[config.mk]
export PLATFORM = sky130hd
export DESIGN_NAME = mem_loader
export DESIGN_NICKNAME = d
export VERILOG_FILES = /design/src/rtl/mem_loader_pkg.sv /design/src/rtl/mem_addr_incr.sv /design/src/rtl/mem_loader.sv
export SDC_FILE = /design/constraint.sdc
export NUM_CORES = 1
export LEC_CHECK = 0
export BUFFER_PORTS_ARGS = -buffer_cell sky130_fd_sc_hd__buf_2
export CORE_MARGIN = 2
export CORE_UTILIZATION = 52
export DETAILED_ROUTE_END_ITERATION = 6
export PLACE_DENSITY = 0.86
export SLEW_MARGIN = 40
export SYNTH_ARGS = -nofsm -noshare
export SYNTH_HDL_FRONTEND = slang
export SYNTH_SLANG_ARGS = --single-unit
[constraint.sdc]
create_clock -name clk -period 1.9 [get_ports clk]
set_clock_uncertainty 0.1 [all_clocks]
set_input_delay 0.19 -clock clk [delete_from_list [all_inputs] [get_ports clk]]
set_output_delay 0.19 -clock clk [all_outputs]
set_load 0.03 [all_outputs]
[src/rtl/mem_loader_pkg.sv]
// mem_loader_pkg
//   Shared definitions for the packetised memory loader and the host driver
//   model: header field positions and extractors, FSM state type, and the
//   bit positions of the sticky error flags.
//   Header word layout (32 bits):
//     [MEM_ADDR_WIDTH-1:0]        start address
//     [15:MEM_ADDR_WIDTH]         ignored
//     [16+len_width-1:16]         burst length minus one
//     [31:16+len_width]           reserved, must be zero
package mem_loader_pkg;

  localparam int unsigned HDR_LEN_LSB = 16;

  // Positions inside the err vector {err_hdr, err_long, err_short}
  localparam int unsigned ERR_SHORT = 0;
  localparam int unsigned ERR_LONG  = 1;
  localparam int unsigned ERR_HDR   = 2;

  typedef enum logic [1:0] {
    HDR   = 2'd0,
    DATA  = 2'd1,
    DRAIN = 2'd2
  } state_t;

  // Length-minus-one field, zero-extended to 32 bits.
  function automatic logic [31:0] hdr_len_m1(input logic [31:0] word,
                                             input int unsigned len_width);
    return (word >> HDR_LEN_LSB) & ((32'd1 << len_width) - 32'd1);
  endfunction

  // True when any reserved bit above the length field is set.
  function automatic logic hdr_rsvd_nonzero(input logic [31:0] word,
                                            input int unsigned len_width);
    return (word >> (HDR_LEN_LSB + len_width)) != 32'd0;
  endfunction

endpackage

[src/rtl/mem_addr_incr.sv]
// mem_addr_incr
//   Combinational next-address for a burst write.
//   Cmd region (MSB = 0): only the low CMD_ADDR_WIDTH bits count and wrap,
//   so cmd_sel, the unused bits and the MSB are held.
//   Wave region (MSB = 1): all bits below the MSB count and wrap.
//   Ports:
//     addr       in   MEM_ADDR_WIDTH  current write address
//     addr_next  out  MEM_ADDR_WIDTH  address for the following word
module mem_addr_incr #(
  parameter int unsigned MEM_ADDR_WIDTH = 13,
  parameter int unsigned CMD_ADDR_WIDTH = 8
) (
  input  logic [MEM_ADDR_WIDTH-1:0] addr,
  output logic [MEM_ADDR_WIDTH-1:0] addr_next
);

  localparam logic [MEM_ADDR_WIDTH-2:0] WAVE_ONE = 1;
  localparam logic [CMD_ADDR_WIDTH-1:0] CMD_ONE  = 1;

  always_comb begin
    addr_next = addr;
    if (addr[MEM_ADDR_WIDTH-1]) begin
      addr_next[MEM_ADDR_WIDTH-2:0] = addr[MEM_ADDR_WIDTH-2:0] + WAVE_ONE;
    end else begin
      addr_next[CMD_ADDR_WIDTH-1:0] = addr[CMD_ADDR_WIDTH-1:0] + CMD_ONE;
    end
  end

endmodule

[src/rtl/mem_loader.sv]
// mem_loader
//   Host-side writer for the per-channel memory write bus. Accepts a
//   packetised valid/ready stream (one header word followed by payload
//   words) and issues one registered memory write per payload word.
//   Ports:
//     clk             in   1               clock
//     reset           in   1               synchronous, active-high reset
//     hold            in   1               1 = stop accepting beats
//     s_data          in   DATA_WIDTH      stream word
//     s_valid         in   1               stream word valid
//     s_last          in   1               final word of packet
//     s_ready         out  1               stream ready (= ~hold)
//     mem_write_addr  out  MEM_ADDR_WIDTH  memory write address
//     mem_write_data  out  DATA_WIDTH      memory write data
//     mem_write_en    out  1               memory write strobe
//     busy            out  1               packet in progress
//     done            out  1               pulse: packet completed cleanly
//     err             out  3               sticky {err_hdr, err_long, err_short}
module mem_loader
  import mem_loader_pkg::*;
#(
  parameter int unsigned DATA_WIDTH     = 32,
  parameter int unsigned MEM_ADDR_WIDTH = 13,
  parameter int unsigned CMD_ADDR_WIDTH = 8,
  parameter int unsigned LEN_WIDTH      = 10
) (
  input  logic                      clk,
  input  logic                      reset,
  input  logic                      hold,
  input  logic [DATA_WIDTH-1:0]     s_data,
  input  logic                      s_valid,
  input  logic                      s_last,
  output logic                      s_ready,
  output logic [MEM_ADDR_WIDTH-1:0] mem_write_addr,
  output logic [DATA_WIDTH-1:0]     mem_write_data,
  output logic                      mem_write_en,
  output logic                      busy,
  output logic                      done,
  output logic [2:0]                err
);

  localparam logic [LEN_WIDTH-1:0] CNT_ONE = 1;

  state_t                    state;
  state_t                    state_nxt;
  logic [MEM_ADDR_WIDTH-1:0] addr_r;
  logic [MEM_ADDR_WIDTH-1:0] addr_inc;
  logic [LEN_WIDTH-1:0]      cnt_r;
  logic [2:0]                err_r;

  logic                      accept;
  logic                      hdr_rsvd;
  logic                      load_hdr;
  logic                      do_write;
  logic                      done_set;
  logic [2:0]                err_set;

  // The block never back-pressures itself; only hold stalls the stream.
  assign s_ready  = ~hold;
  assign accept   = s_valid & ~hold;
  assign hdr_rsvd = hdr_rsvd_nonzero(s_data, LEN_WIDTH);
  assign busy     = (state != HDR);
  assign err      = err_r;

  mem_addr_incr #(
    .MEM_ADDR_WIDTH (MEM_ADDR_WIDTH),
    .CMD_ADDR_WIDTH (CMD_ADDR_WIDTH)
  ) u_addr_incr (
    .addr      (addr_r),
    .addr_next (addr_inc)
  );

  always_comb begin
    state_nxt = state;
    load_hdr  = 1'b0;
    do_write  = 1'b0;
    done_set  = 1'b0;
    err_set   = '0;
    case (state)
      HDR: begin
        if (accept) begin
          load_hdr = 1'b1;
          if (hdr_rsvd) begin
            err_set[ERR_HDR] = 1'b1;
            state_nxt        = s_last ? HDR : DRAIN;
          end else if (s_last) begin
            err_set[ERR_SHORT] = 1'b1;
          end else begin
            state_nxt = DATA;
          end
        end
      end
      DATA: begin
        if (accept) begin
          // The word that reaches cnt_r == 0 is always written, even when
          // the packet turns out to be too long; only later words are dropped.
          do_write = 1'b1;
          if (cnt_r == '0) begin
            if (s_last) begin
              done_set  = 1'b1;
              state_nxt = HDR;
            end else begin
              err_set[ERR_LONG] = 1'b1;
              state_nxt         = DRAIN;
            end
          end else if (s_last) begin
            err_set[ERR_SHORT] = 1'b1;
            state_nxt          = HDR;
          end
        end
      end
      DRAIN: begin
        if (accept && s_last) begin
          state_nxt = HDR;
        end
      end
      default: state_nxt = HDR;
    endcase
  end

  always_ff @(posedge clk) begin
    if (reset) begin
      state          <= HDR;
      addr_r         <= '0;
      cnt_r          <= '0;
      err_r          <= '0;
      mem_write_en   <= 1'b0;
      mem_write_addr <= '0;
      mem_write_data <= '0;
      done           <= 1'b0;
    end else begin
      state        <= state_nxt;
      mem_write_en <= do_write;
      done         <= done_set;
      // A new header replaces the sticky flags; otherwise they accumulate.
      if (load_hdr) begin
        addr_r <= s_data[MEM_ADDR_WIDTH-1:0];
        cnt_r  <= LEN_WIDTH'(hdr_len_m1(s_data, LEN_WIDTH));
        err_r  <= err_set;
      end else begin
        err_r <= err_r | err_set;
      end
      if (do_write) begin
        mem_write_addr <= addr_r;
        mem_write_data <= s_data;
        addr_r         <= addr_inc;
        cnt_r          <= cnt_r - CNT_ONE;
      end
    end
  end

endmodule

==> results of run 1 <==
## layer usage
layer / track usage / wire length (um)
met5: 0 / 0
met4: 0.106 / 199
met1: 0.330 / 3730
met2: 0.395 / 4160
met3: 0.0398 / 516
## cells in the final DEF (no fill, tap or decap), types with 5 or more instances in the layout
| cell | instances |
|---|---|
| nand2_1 | 97 |
| buf_2 | 88 |
| dfxtp_1 | 75 |
| a21oi_1 | 61 |
| dlygate4sd3_1 | 23 |
| buf_4 | 16 |
| o21ai_0 | 13 |
| nor2_1 | 13 |
| nand3_1 | 11 |
| clkbuf_8 | 10 |
| nor3_1 | 9 |
| inv_1 | 6 |
| nor2b_1 | 6 |
| a31oi_1 | 6 |
| a22oi_1 | 6 |
| a211oi_1 | 6 |
| or3_1 | 5 |
## cells in the mapped netlist, drive strengths merged, types with 3 or more instances
cell	n
a31oi	6
inv	6
a22oi	6
nand2	97
or4	5
o21ai	14
nor4b	3
clkbuf	23
a32oi	3
buf	10
and3	4
nand2b	3
a211oi	6
nand4	3
dfxtp	75
nor2	14
mux2i	3
nand3	11
nor3b	3
nor2b	6
a21oi	61
or3	5
nor3	10
## kinds of logic (layout without fill, tap and decap cells)
kind of cell,count (synthesis),after routing,synth area share
AO/OA/AOI/OAI,112,112,0.206
flip-flops,75,75,0.463
multiplexers,4,4,0.0127
adder cells (fa/ha/maj),2,2,0.00772
AND/OR/NAND/NOR,173,173,0.259
buffers and inverters,39,150,0.0513
## worst max path at each step
stage	startpoint	endpoint	slack [ns]	depth (start not counted)
finish	s_data[31]	state[0]$_SDFFE_PP0P_	0.1	7
global route	cnt_r[5]$_SDFFE_PP0P_	cnt_r[9]$_SDFFE_PP0P_	0.02	4
CTS	s_data[31]	state[0]$_SDFFE_PP0P_	0.1	7
detailed placement	state[1]$_SDFFE_PP0P_	addr_r[9]$_SDFFE_PP0P_	0.12	4
global placement	state[1]$_SDFFE_PP0P_	addr_r[9]$_SDFFE_PP0P_	0.18	4
floorplan	cnt_r[0]$_SDFFE_PP0P_	state[0]$_SDFFE_PP0P_	0.17	6
## state kept, by name, summed over array words and instances (netlist names)
register	flops
err	3
mem_write_en	1
mem_write_data	32
state	2
done	1
addr_r	13
cnt_r	10
mem_write_addr	13
## power by group through the flow
stage          logic, mW  clock network (mW)  registers (mW)
2_1_floorplan      0.166                   0            1.67
3_3_place_gp       0.269                   0            1.67
3_5_place_dp       0.274                   0            1.68
4_1_cts            0.312                1.25            1.64
5_1_grt            0.351                1.31            1.65
6_report           0.322                1.24            1.64
## cell type report
class,count,area [um2]
fillers,487,1720
multi-input cells,291,1610
flip-flops and latches,75,1500
repair buffers,128,811
clock buffers,10,138
well taps,75,93.8
clock inverters,6,62.6
inverters,6,22.5
## through the flow
stage / hold WS (ns) / cells / instance area (um2) / util / power, mW
5_1_grt: 0.00669 / 591 / 4230 / 0.711 / 3.31
6_report: 0.00814 / 591 / 4230 / 0.711 / 3.21
2_1_floorplan: 0.226 / 405 / 3240 / - / 1.84
3_5_place_dp: 0.343 / 552 / 3790 / 0.636 / 1.95
3_3_place_gp: 0.332 / 552 / 3790 / 0.636 / 1.94
4_1_cts: 0.000641 / 591 / 4220 / 0.709 / 3.20
## critical path, delay by kind of cell
kind,cells,cell delay [ns]
simple gates,2,0.67
compound gates,2,0.29
buf+inv,3,0.82
## what timing repair did
action                                  4_1_cts  5_1_grt
endpoints found under the setup margin        0        4
hold buffers                                 23        0
gates resized for setup                       0        3
endpoints found under the hold margin        23        0
==> qor.log, run 1 <==
[timing] setup-violating endpoint count in the final report 0
[yosys] Mean Syn Cell Area 8.00 um2
[setup_path] type of element capturing the critical path flip-flop
[yosys] sequential fraction of the synthesis area 0.463
[floorplan] starting density of the core 0.544
[setup_path] number of cell instances on the worst register-to-register path 6
[detailed_routing] wire per inst 14.6 um
[global_routing] initial antenna violation count 0
[yosys] fraction of synthesis flops using an asynchronous set or reset pin 0
[detailed_routing] Via-to-Cell Ratio 5.61
[final_layout] area delta synth->final 30.6%
[clock_tree] Clock Tree Buf Depth 2
[yosys] leading area contributor after synthesis dfxtp_1
[setup_path] register-to-register setup slack 0.1 ns
[global_routing] global route total overflow 0
[final_layout] fraction of final layout cells with drive strength greater than 1 0.264
[clock_tree] clock tree from TritonCTS yes
[detailed_routing] DRC viols 0
[timing] Hold Violations, Final 0
[global_routing] global-route usage over all layers 0.247
[clock_tree] setup bufs post-CTS 0
[floorplan] # IOs 89
[min_path] hold path endpoint mem_write_data[2]$_SDFFE_PP0P_
[global_routing] vias in the first global route 3022
[detailed_routing] detailed router's first-iteration violation count 221
[place] GPL Wtd Cong 0.895
[detailed_routing] total via count after detailed routing 3316
[clock_tree] clock net sink count 75
[timing] number of pins exceeding their max-slew limit in the final report 0
[global_routing] pin count of the biggest net entering global routing 51
[power] proportion of power drawn by combinational gates 0.101
[yosys] Seq cells post-synth 75
[yosys] Distinct cells, synth 51
[setup_path] category of the critical setup timing path in2reg
[setup_path] worst endpoint data arrival time 1.97 ns
[setup_path] critical path's slowest cell dlygate4sd3_1
[yosys] number of nets produced by synthesis 444
[place] Buffers on Ports 88
[detailed_routing] count of TritonRoute iterations in the first routing pass 5
[floorplan] die height 83.0 um
[power] Sw Share 0.251
[timing] post-route minimum period 1.80 ns
[clock_tree] clk_lat worst skew 0.35 ns
[power] clock network fraction of total power 0.387
[yosys] top flip-flop cell by instance count after synthesis dfxtp_1
[yosys] Post-Syn Area 3240 um2
[setup_path] type of origin of the critical path primary input
[floorplan] core area 5960 um2
[power] total power per unit cell area 757 nW/um2
[yosys] Post-Syn Instances 405
[floorplan] number of rows created at floorplan 28
[final_layout] diode count 0
[timing] Max Freq 0.555 GHz
[min_path] hold path start s_data[2]
[timing] Worst-Margin Slew 0.469 ns
[detailed_routing] total wire length 8.60 mm
[timing] Sum Neg Setup Slack 0 ns
[power] power dissipated by switching net loads 806 uW
[power] sequential fraction of design power 0.513
[power] internal power 2.40 mW
[setup_path] longest individual stage delay on the worst path 0.54 ns
[yosys] number of flops mapped to enable cells by yosys 0
[yosys] YS warnings 0
[setup_path] worst flop-to-flop path endpoint state[1]$_SDFFE_PP0P_
[clock_tree] CTS H-tree lvls 3
[power] leakage power of the design 1.72 nW
[min_path] number of cells traversed by the worst hold path 3
[min_path] worst hold path type in2reg
[global_routing] first-pass GRT wire length 14.0 mm
[timing] worst-case headroom to the max-slew limit 0.685
[clock_tree] clock buffer count from CTS 9
[setup_path] Cell Chain, Critical Path dlygate4sd3_1 > buf_2 > or4_1 > nor3_2 > buf_4 > a22oi_1 > a211oi_1
[setup_path] critical path required time 2.07 ns
[place] placement-stage worst setup slack 0.123 ns
[detailed_routing] number of antenna-violating nets in the routed design 0
[timing] part of the cycle the worst path needs 0.948
[yosys] top cells by area in the synthesized netlist dfxtp_1 46%, nand2_1 11%, a21oi_1 9.4%
[timing] unrepaired setup endpoints after global routing false
[clock_tree] clock transition at the registers of the reported paths 0.08 ns
[setup_path] largest fanout on the critical path 4
[run_status] status finished clean
[power] Max rail drop VDD 485 uV
[clock_tree] library cell used as clock root buffer clkbuf_8
[yosys] post-synth top area share 0.463
[floorplan] x dimension of the die 83.0 um
[floorplan] Die Area 6880 um2
[flow_run] MaxCap Viol Count 0
[timing] smallest setup slack after layout 0.0991 ns
[final_layout] number of nets at the end of the flow 550
[setup_path] RR Startpoint cnt_r[0]$_SDFFE_PP0P_
[place] total half-perimeter wirelength after legalization and detailed placement 5.59 mm
Power figures use the tool's default switching activity.
==> run 2, diff against run 1 <==
--- a/config.mk
+++ b/config.mk
@@ -7,9 +7,10 @@
 export LEC_CHECK = 0
 export BUFFER_PORTS_ARGS = -buffer_cell sky130_fd_sc_hd__buf_2
 export CORE_MARGIN = 2
-export CORE_UTILIZATION = 52
+export CORE_UTILIZATION = 47
 export DETAILED_ROUTE_END_ITERATION = 6
-export PLACE_DENSITY = 0.86
+export PLACE_DENSITY = 0.83
+export SETUP_SLACK_MARGIN = 0.15
 export SLEW_MARGIN = 40
 export SYNTH_ARGS = -nofsm -noshare
 export SYNTH_HDL_FRONTEND = slang
==> constraint.sdc (replaced) <==
create_clock -name clk -period 1.5 [get_ports clk]
set_clock_uncertainty 0.1 [all_clocks]
set_input_delay 0.15 -clock clk [delete_from_list [all_inputs] [get_ports clk]]
set_output_delay 0.15 -clock clk [all_outputs]
set_load 0.03 [all_outputs]
==> run 2 against run 1 <==
Critical path type is now reg2reg. Power up 38%. First-iteration DRC count rose to 2.7 times the previous value. The flow now finishes with violations (DRC, setup timing). Routed wire length rose by 98%. Non-clock buffer count rose by 88. Sequential share of layout area shrank 9.6 points. Sequential power up 27%.
==> qor.log, run 2 (synthesized netlist as in run 1, its figures left out) <==
[run_status] status finished, violations left
[run_status] violations in the final reports DRC, setup timing
[setup_path] worst endpoint data arrival time 2.13 ns [+0.16 ns]
[timing] part of the cycle the worst path needs 1.29
[detailed_routing] DRC viols 9 [+9]
[timing] setup-violating endpoint count in the final report 75 [+75]
[floorplan] x dimension of the die 87.1 um [+4.9%]
[power] total power per unit cell area 753 nW/um2 [-0.55%]
[final_layout] highest-count cells in the layout ignoring fill and taps 87 x buf_2, 67 x dfxtp_1, 65 x nand2_1
[clock_tree] clock transition at the registers of the reported paths 0.08 ns [about the same]
[final_layout] area delta synth->final 81.7%
[global_routing] vias in the first global route 4095 [+36%]
[timing] Hold Violations, Final 0 [unchanged]
[setup_path] Crit path depth 7 [unchanged]
[timing] unrepaired setup endpoints after global routing true
[power] sequential fraction of design power 0.468 [-0.045]
[detailed_routing] Via-to-Cell Ratio 6.52 [+16%]
[setup_path] largest fanout on the critical path 6 [+2]
[setup_path] Crit path max-delay family simple AND/OR/NAND/NOR gates
[detailed_routing] total wire length 17.1 mm [+98%]
[place] placement-stage worst setup slack -0.241 ns [-0.365 ns]
[floorplan] starting density of the core 0.482 [-0.0618]
[global_routing] global route total overflow 0 [unchanged]
[setup_path] critical path buffer and inverter count 3 [unchanged]
[detailed_routing] detailed router's first-iteration violation count 589 [+170%]
[power] Sw Share 0.302 [+0.0503]
[flow_run] MaxCap Viol Count 0 [unchanged]
[detailed_routing] total via count after detailed routing 4450 [+34%]
[setup_path] type of origin of the critical path flip-flop
[global_routing] initial antenna violation count 0 [unchanged]
[min_path] number of cells traversed by the worst hold path 2 [-1]
[detailed_routing] number of antenna-violating nets in the routed design 0 [unchanged]
[floorplan] core area 6720 um2 [+13%]
[timing] Worst-Margin Slew 0.551 ns [+0.0825 ns]
[setup_path] type of element capturing the critical path flip-flop
[detailed_routing] count of TritonRoute iterations in the first routing pass 7 [+2]
[final_layout] top register by number of flip-flops mem_write_data
[final_layout] number of flip-flops in the largest register 32 [unchanged]
[place] GPL Wtd Cong 0.848 [-5.3%]
[final_layout] diode count 0 [unchanged]
[clock_tree] clk_lat worst skew 0.38 ns [+0.03 ns]
[clock_tree] library cell used as clock root buffer clkbuf_8
[timing] smallest setup slack after layout -0.435 ns [-0.534 ns]
[clock_tree] clock tree from TritonCTS yes
[setup_path] critical path required time 1.70 ns [-0.37 ns]
[clock_tree] Clock Tree Buf Depth 2 [unchanged]
[timing] worst-case headroom to the max-slew limit 0.632 [-0.0529]
[final_layout] utilization after layout 0.877 [+0.166]
[final_layout] number of inserted filler cells in the final layout 290 [-40%]
[clock_tree] clock buffer count from CTS 9 [unchanged]
[clock_tree] clock net sink count 75 [unchanged]
[detailed_routing] wire per inst 25.0 um [+72%]
[final_layout] fraction of final layout cells with drive strength greater than 1 0.546 [+0.282]
[power] leakage power of the design 2.49 nW [+44%]
[timing] Max Freq 0.517 GHz
[power] internal power 3.10 mW [+29%]
[final_layout] registers with the most flip-flops mem_write_data (32), addr_r (13), mem_write_addr (13)
[global_routing] pin count of the biggest net entering global routing 45 [-12%]
[power] clock network fraction of total power 0.329 [-0.058]
[floorplan] number of rows created at floorplan 30 [+7.1%]
[setup_path] number of cell instances on the worst register-to-register path 7 [+1]
[power] power dissipated by switching net loads 1.34 mW [+66%]
[setup_path] Cell Chain, Critical Path or3b_4 > nor2_4 > buf_8 > buf_12 > buf_12 > nand2_1 > a21oi_1
[floorplan] Die Area 7580 um2 [+10%]
[power] proportion of power drawn by combinational gates 0.202 [+0.101]
[global_routing] global-route usage over all layers 0.374 [+0.127]
[floorplan] die height 87.1 um [+4.9%]
[place] total half-perimeter wirelength after legalization and detailed placement 6.41 mm [+15%]
[power] Max rail drop VDD 1120 uV [+130%]
[timing] number of pins exceeding their max-slew limit in the final report 0 [unchanged]
[setup_path] most frequent cell on the critical path buf_12
[clock_tree] CTS H-tree lvls 3 [unchanged]
[floorplan] # IOs 89 [unchanged]
[final_layout] number of nets at the end of the flow 638 [+16%]
[setup_path] longest individual stage delay on the worst path 0.44 ns [-0.10 ns]
[place] Buffers on Ports 88 [unchanged]
[timing] post-route minimum period 1.94 ns
[setup_path] category of the critical setup timing path reg2reg
[global_routing] first-pass GRT wire length 21.4 mm [+52%]
[min_path] worst hold path type in2reg
[power] power consumption 4.44 mW [+38%]
[final_layout] most common cell after layout, fill and taps aside buf_2
[setup_path] critical path's slowest cell or3b_4
[run 2: metrics by stage]
| stage | cell area [um2] | setup TNS, ns | hold WS, ns | cells |
|---|---|---|---|---|
| 3_5_place_dp | 4150 | -5.92 | 0.301 | 594 |
| 5_1_grt | 5890 | -20.00 | 0.0460 | 683 |
| 2_1_floorplan | 3400 | -2.15 | 0.186 | 405 |
| 3_3_place_gp | 4150 | -3.04 | 0.295 | 594 |
| 4_1_cts | 5420 | -4.89 | 0.0376 | 671 |
| 6_report | 5890 | -18.16 | 0.0589 | 683 |
[run 2: final cells by class]
type | count | area (um2) | area share
Inverter | 6 | 22.5 | 0.00382
Sequential cell | 75 | 1520 | 0.258
Timing Repair Buffer | 216 | 1860 | 0.315
Tap cell | 80 | 100 | 0.0170
Clock buffer | 10 | 138 | 0.0234
Clock inverter | 5 | 30.0 | 0.00510
Multi-Input combinational cell | 291 | 2220 | 0.377
[run 2: per-layer routing]
layer	track usage	vias up	part of all wire
met2	0.631	395	0.46
met3	0.0796	156	0.10
met5	0	-	0
met1	0.439	2078	0.34
met4	0.207	0	0.090
li1	-	1821	-
[run 2: worst register-to-register path, cell delays in order, from the launching register on]
cell,delay (ns)
dfxtp_4,0.37
or3b_4,0.44
nor2_4,0.25
buf_8,0.20
buf_12,0.12
buf_12,0.12
nand2_1,0.07
a21oi_1,0.19
[run 2: path summary, 6_finish.rpt]
check                                       from                         endpoint  slack (ns)
setup / recovery           state[1]$_SDFFE_PP0P_  mem_write_data[31]$_SDFFE_PP0P_       -0.44
hold / removal                            s_last                  done$_SDFF_PP0_        0.06
setup reg to reg           state[1]$_SDFFE_PP0P_  mem_write_data[31]$_SDFFE_PP0P_       -0.44
hold reg to reg   mem_write_addr[8]$_SDFFE_PP0P_   mem_write_addr[8]$_SDFFE_PP0P_        0.36
[run 2: power groups by stage]
| stage | Combinational [mW] | Sequential [mW] | Clock (mW) |
|---|---|---|---|
| after floorplan | 0.236 | 2.12 | 0 |
| after global placement | 0.430 | 2.11 | 0 |
| after detailed placement | 0.443 | 2.11 | 0 |
| after CTS | 0.676 | 2.06 | 1.40 |
| after global routing | 0.917 | 2.08 | 1.52 |
| final | 0.898 | 2.08 | 1.46 |
[run 2: timing repair]
item / CTS / global route
pin swaps: 44 / 54
setup buffers: 23 / 12
hold endpoints to repair: 34 / 0
endpoints found under the setup margin: 75 / 76
gates resized for setup: 107 / 91
cloned: 7 / 0
hold buffers: 32 / 0
==> run 3, diff against run 2 <==
--- a/config.mk
+++ b/config.mk
@@ -5,13 +5,14 @@
 export SDC_FILE = /design/constraint.sdc
 export NUM_CORES = 1
 export LEC_CHECK = 0
+export ABC_AREA = 1
 export BUFFER_PORTS_ARGS = -buffer_cell sky130_fd_sc_hd__buf_2
 export CORE_MARGIN = 2
 export CORE_UTILIZATION = 47
 export DETAILED_ROUTE_END_ITERATION = 6
-export PLACE_DENSITY = 0.83
+export PLACE_DENSITY = 0.82
 export SETUP_SLACK_MARGIN = 0.15
-export SLEW_MARGIN = 40
+export SLEW_MARGIN = 0
 export SYNTH_ARGS = -nofsm -noshare
 export SYNTH_HDL_FRONTEND = slang
 export SYNTH_SLANG_ARGS = --single-unit
==> run 3 against run 2 <==
Routed wire length fell by 42%. Non-clock buffer count is 59 lower. Highest routed layer unchanged. The flow now finishes without violations. Cell area decreased by 16%. Area after synthesis up 2.0%.
==> qor.log, run 3 <==
[run_status] status finished clean
[setup_path] largest fanout on the critical path 4 [-2]
[global_routing] initial antenna violation count 0 [unchanged]
[clock_tree] clock transition at the registers of the reported paths 0.08 ns [about the same]
[final_layout] area delta synth->final 49.5%
[power] leakage power of the design 2.24 nW [-9.9%]
[floorplan] core area 6790 um2 [+1.1%]
[yosys] Seq cells post-synth 75 [unchanged]
[floorplan] number of rows created at floorplan 30 [unchanged]
[global_routing] met1 capacity usage during global routing 0.291 [-0.148]
[yosys] number of flops mapped to enable cells by yosys 0 [unchanged]
[setup_path] type of origin of the critical path flip-flop
[setup_path] category of the critical setup timing path reg2reg
[yosys] Distinct cells, synth 35 [-31%]
[place] Buffers on Ports 88 [unchanged]
[flow_run] MaxCap Viol Count 0 [unchanged]
[timing] Worst-Margin Slew 0.380 ns [-0.171 ns]
[setup_path] critical path required time 1.65 ns [-0.05 ns]
[timing] Hold Violations, Final 0 [unchanged]
[detailed_routing] Via-to-Cell Ratio 5.22 [-20%]
[power] total power per unit cell area 1000 nW/um2 [+33%]
[clock_tree] clock tree from TritonCTS yes
[global_routing] vias in the first global route 3416 [-17%]
[min_path] worst hold path type in2reg
[final_layout] diode count 0 [unchanged]
[yosys] dominant cell by count in the synthesized netlist nor2_1
[place] total half-perimeter wirelength after legalization and detailed placement 5.89 mm [-8.2%]
[yosys] number of nets produced by synthesis 493 [+11%]
[floorplan] x dimension of the die 87.9 um [+0.95%]
[yosys] Mean Syn Cell Area 7.28 um2 [-9.0%]
[timing] setup-violating endpoint count in the final report 0 [-100%]
[global_routing] pin count of the biggest net entering global routing 33 [-27%]
[yosys] post-synth top area share 0.454 [-0.00911]
[detailed_routing] wire per inst 14.1 um [-43%]
[setup_path] type of element capturing the critical path flip-flop
[yosys] YS warnings 0 [unchanged]
[timing] Max Freq 0.708 GHz [+37%]
[final_layout] highest-count cells in the layout ignoring fill and taps 87 x buf_2, 79 x nor2_1, 62 x dfxtp_1
[yosys] fraction of synthesis flops using an asynchronous set or reset pin 0 [unchanged]
[global_routing] global-route usage over all layers 0.250 [-0.123]
[yosys] Post-Syn Area 3310 um2 [+2.0%]
[yosys] top flip-flop cell by instance count after synthesis dfxtp_1
[clock_tree] library cell used as clock root buffer clkbuf_8
[global_routing] met2 layer usage reported by global route 0.450 [-0.181]
[final_layout] registers with the most flip-flops mem_write_data (32), addr_r (13), mem_write_addr (13)
[setup_path] longest individual stage delay on the worst path 0.34 ns [-0.10 ns]
[clock_tree] clock buffer count from CTS 9 [unchanged]
[global_routing] first-pass GRT wire length 15.2 mm [-29%]
[power] Max rail drop VDD 915 uV [-18%]
[yosys] leading area contributor after synthesis dfxtp_1
[setup_path] Cell Chain, Critical Path inv_2 > ha_4 > nand2_4 > nor2_4 > nand4_1 > nand2_1 > nand2_2 > o21ai_2 > inv_1
[yosys] sequential fraction of the synthesis area 0.454 [-0.00911]
[setup_path] worst endpoint data arrival time 1.56 ns [-0.57 ns]
[detailed_routing] number of antenna-violating nets in the routed design 0 [unchanged]
[timing] number of pins exceeding their max-slew limit in the final report 0 [unchanged]
[final_layout] number of inserted filler cells in the final layout 488 [+68%]
[clock_tree] Clock Tree Buf Depth 2 [unchanged]
[floorplan] die height 87.9 um [+0.95%]
[clock_tree] clk_lat worst skew 0.36 ns [-0.02 ns]
[yosys] cell types with the highest counts after synthesis 93 x nor2_1, 75 x dfxtp_1, 62 x o21ai_0
[final_layout] number of flip-flops in the largest register 32 [unchanged]
[global_routing] global route total overflow 0 [unchanged]
[detailed_routing] detailed router's first-iteration violation count 234 [-60%]
[timing] part of the cycle the worst path needs 0.942 [-0.348]
[timing] unrepaired setup endpoints after global routing true
[clock_tree] CTS H-tree lvls 3 [unchanged]
[clock_tree] clock net sink count 75 [unchanged]
[timing] worst-case headroom to the max-slew limit 0.746 [+0.114]
[place] GPL Wtd Cong 0.928 [+9.5%]
[detailed_routing] count of TritonRoute iterations in the first routing pass 5 [-2]
[timing] post-route minimum period 1.41 ns [-0.522 ns]
[floorplan] starting density of the core 0.487 [+0.00425]
[detailed_routing] total via count after detailed routing 3656 [-18%]
[final_layout] top register by number of flip-flops mem_write_data
[final_layout] number of nets at the end of the flow 639 [+0.16%]
[setup_path] critical path's slowest cell dfxtp_2
[yosys] top cells by area in the synthesized netlist dfxtp_1 45%, nor2_1 11%, o21ai_0 9.4%
[yosys] Post-Syn Instances 454 [+12%]
[detailed_routing] DRC viols 0 [-9]
[global_routing] most crowded layer after global routing met2
[final_layout] fraction of final layout cells with drive strength greater than 1 0.345 [-0.200]
[timing] smallest setup slack after layout 0.0867 ns [+0.522 ns]
[floorplan] # IOs 89 [unchanged]
[global_routing] GR Layer Usage met3 0.0660 [-0.0136]
[timing] Sum Neg Setup Slack 0 ns [+18.16 ns]
[place] placement-stage worst setup slack -0.00921 ns [+0.232 ns]
[detailed_routing] total wire length 9.90 mm [-42%]
[floorplan] Die Area 7720 um2 [+1.9%]
[final_layout] most common cell after layout, fill and taps aside buf_2
==> run 3: worst paths after layout <==
| path | endpoint | slack, ns | startpoint | depth (start not counted) |
|---|---|---|---|---|
| min | mem_write_data[4]$_SDFFE_PP0P_ | 0.005 | s_data[4] | 3 |
| min reg2reg | cnt_r[9]$_SDFFE_PP0P_ | 0.37 | cnt_r[9]$_SDFFE_PP0P_ | 2 |
| max reg2reg | state[0]$_SDFFE_PP0P_ | 0.09 | cnt_r[1]$_SDFFE_PP0P_ | 9 |
| max | state[0]$_SDFFE_PP0P_ | 0.09 | cnt_r[1]$_SDFFE_PP0P_ | 9 |
==> run 3: through the flow <==
step | hold WS (ns) | power [mW] | area, um2 | util | cells
floorplan | 0.178 | 2.74 | 3360 | - | 454
global placement | 0.302 | 2.99 | 4010 | 0.590 | 635
detailed placement | 0.316 | 3.00 | 4010 | 0.590 | 635
CTS | 0.00293 | 4.85 | 4740 | 0.698 | 692
global route | 0.0153 | 5.18 | 4940 | 0.727 | 701
finish | 0.00493 | 4.95 | 4940 | 0.727 | 701
==> run 3: cells by family (layout without fill, tap and decap cells) <==
logic type / after synthesis / in the layout / synth area share
adders and majority gates: 2 / 2 / 0.00757
xor gates and xnor gates: 2 / 2 / 0.00530
DFF: 75 / 75 / 0.454
AOI/OAI and AO/OA: 122 / 122 / 0.200
and+or+nand+nor: 187 / 187 / 0.244
buffers and inverters: 66 / 217 / 0.0893
==> run 3: worst max-delay path: cells and delay by family (launching register included) <==
family | cells | cell delay, ns
flops | 1 | 0.34
buf+inv | 2 | 0.15
simple gates | 5 | 0.43
compound gates | 1 | 0.14
fa+ha+maj | 1 | 0.15
==> run 3: final cells by class <==
cell class / instances / area [um2] / area share
Timing Repair Buffer: 157 / 1160 / 0.234
Clock inverter: 6 / 88.8 / 0.0180
Multi-Input combinational cell: 313 / 1720 / 0.348
Sequential cell: 75 / 1530 / 0.310
Clock buffer: 10 / 128 / 0.0258
Inverter: 43 / 185 / 0.0375
Tap cell: 96 / 120 / 0.0243
Timing Repair inverter: 1 / 11.3 / 0.00228
==> run 3: routing by layer <==
| layer | wire (um) | share of wire |
|---|---|---|
| met5 | 0 | 0 |
| met4 | 125 | 0.013 |
| met3 | 685 | 0.069 |
| met2 | 5070 | 0.51 |
| met1 | 4020 | 0.41 |
==> run 3: power by group <==
part	internal, mW	switching, mW	total, mW
Combinational	0.441	0.619	1.06
Sequential	2.09	0.0902	2.18
Clock	0.939	0.773	1.71
Total	3.47	1.48	4.95
==> run 3: repair_timing <==
action / 4_1_cts / 5_1_grt
hold buffers: 32 / 0
setup endpoints to repair: 47 / 53
resized for setup: 35 / 49
pin swaps: 12 / 14
cloned: 0 / 2
hold endpoints to repair: 38 / 0
buffers inserted: 9 / 7
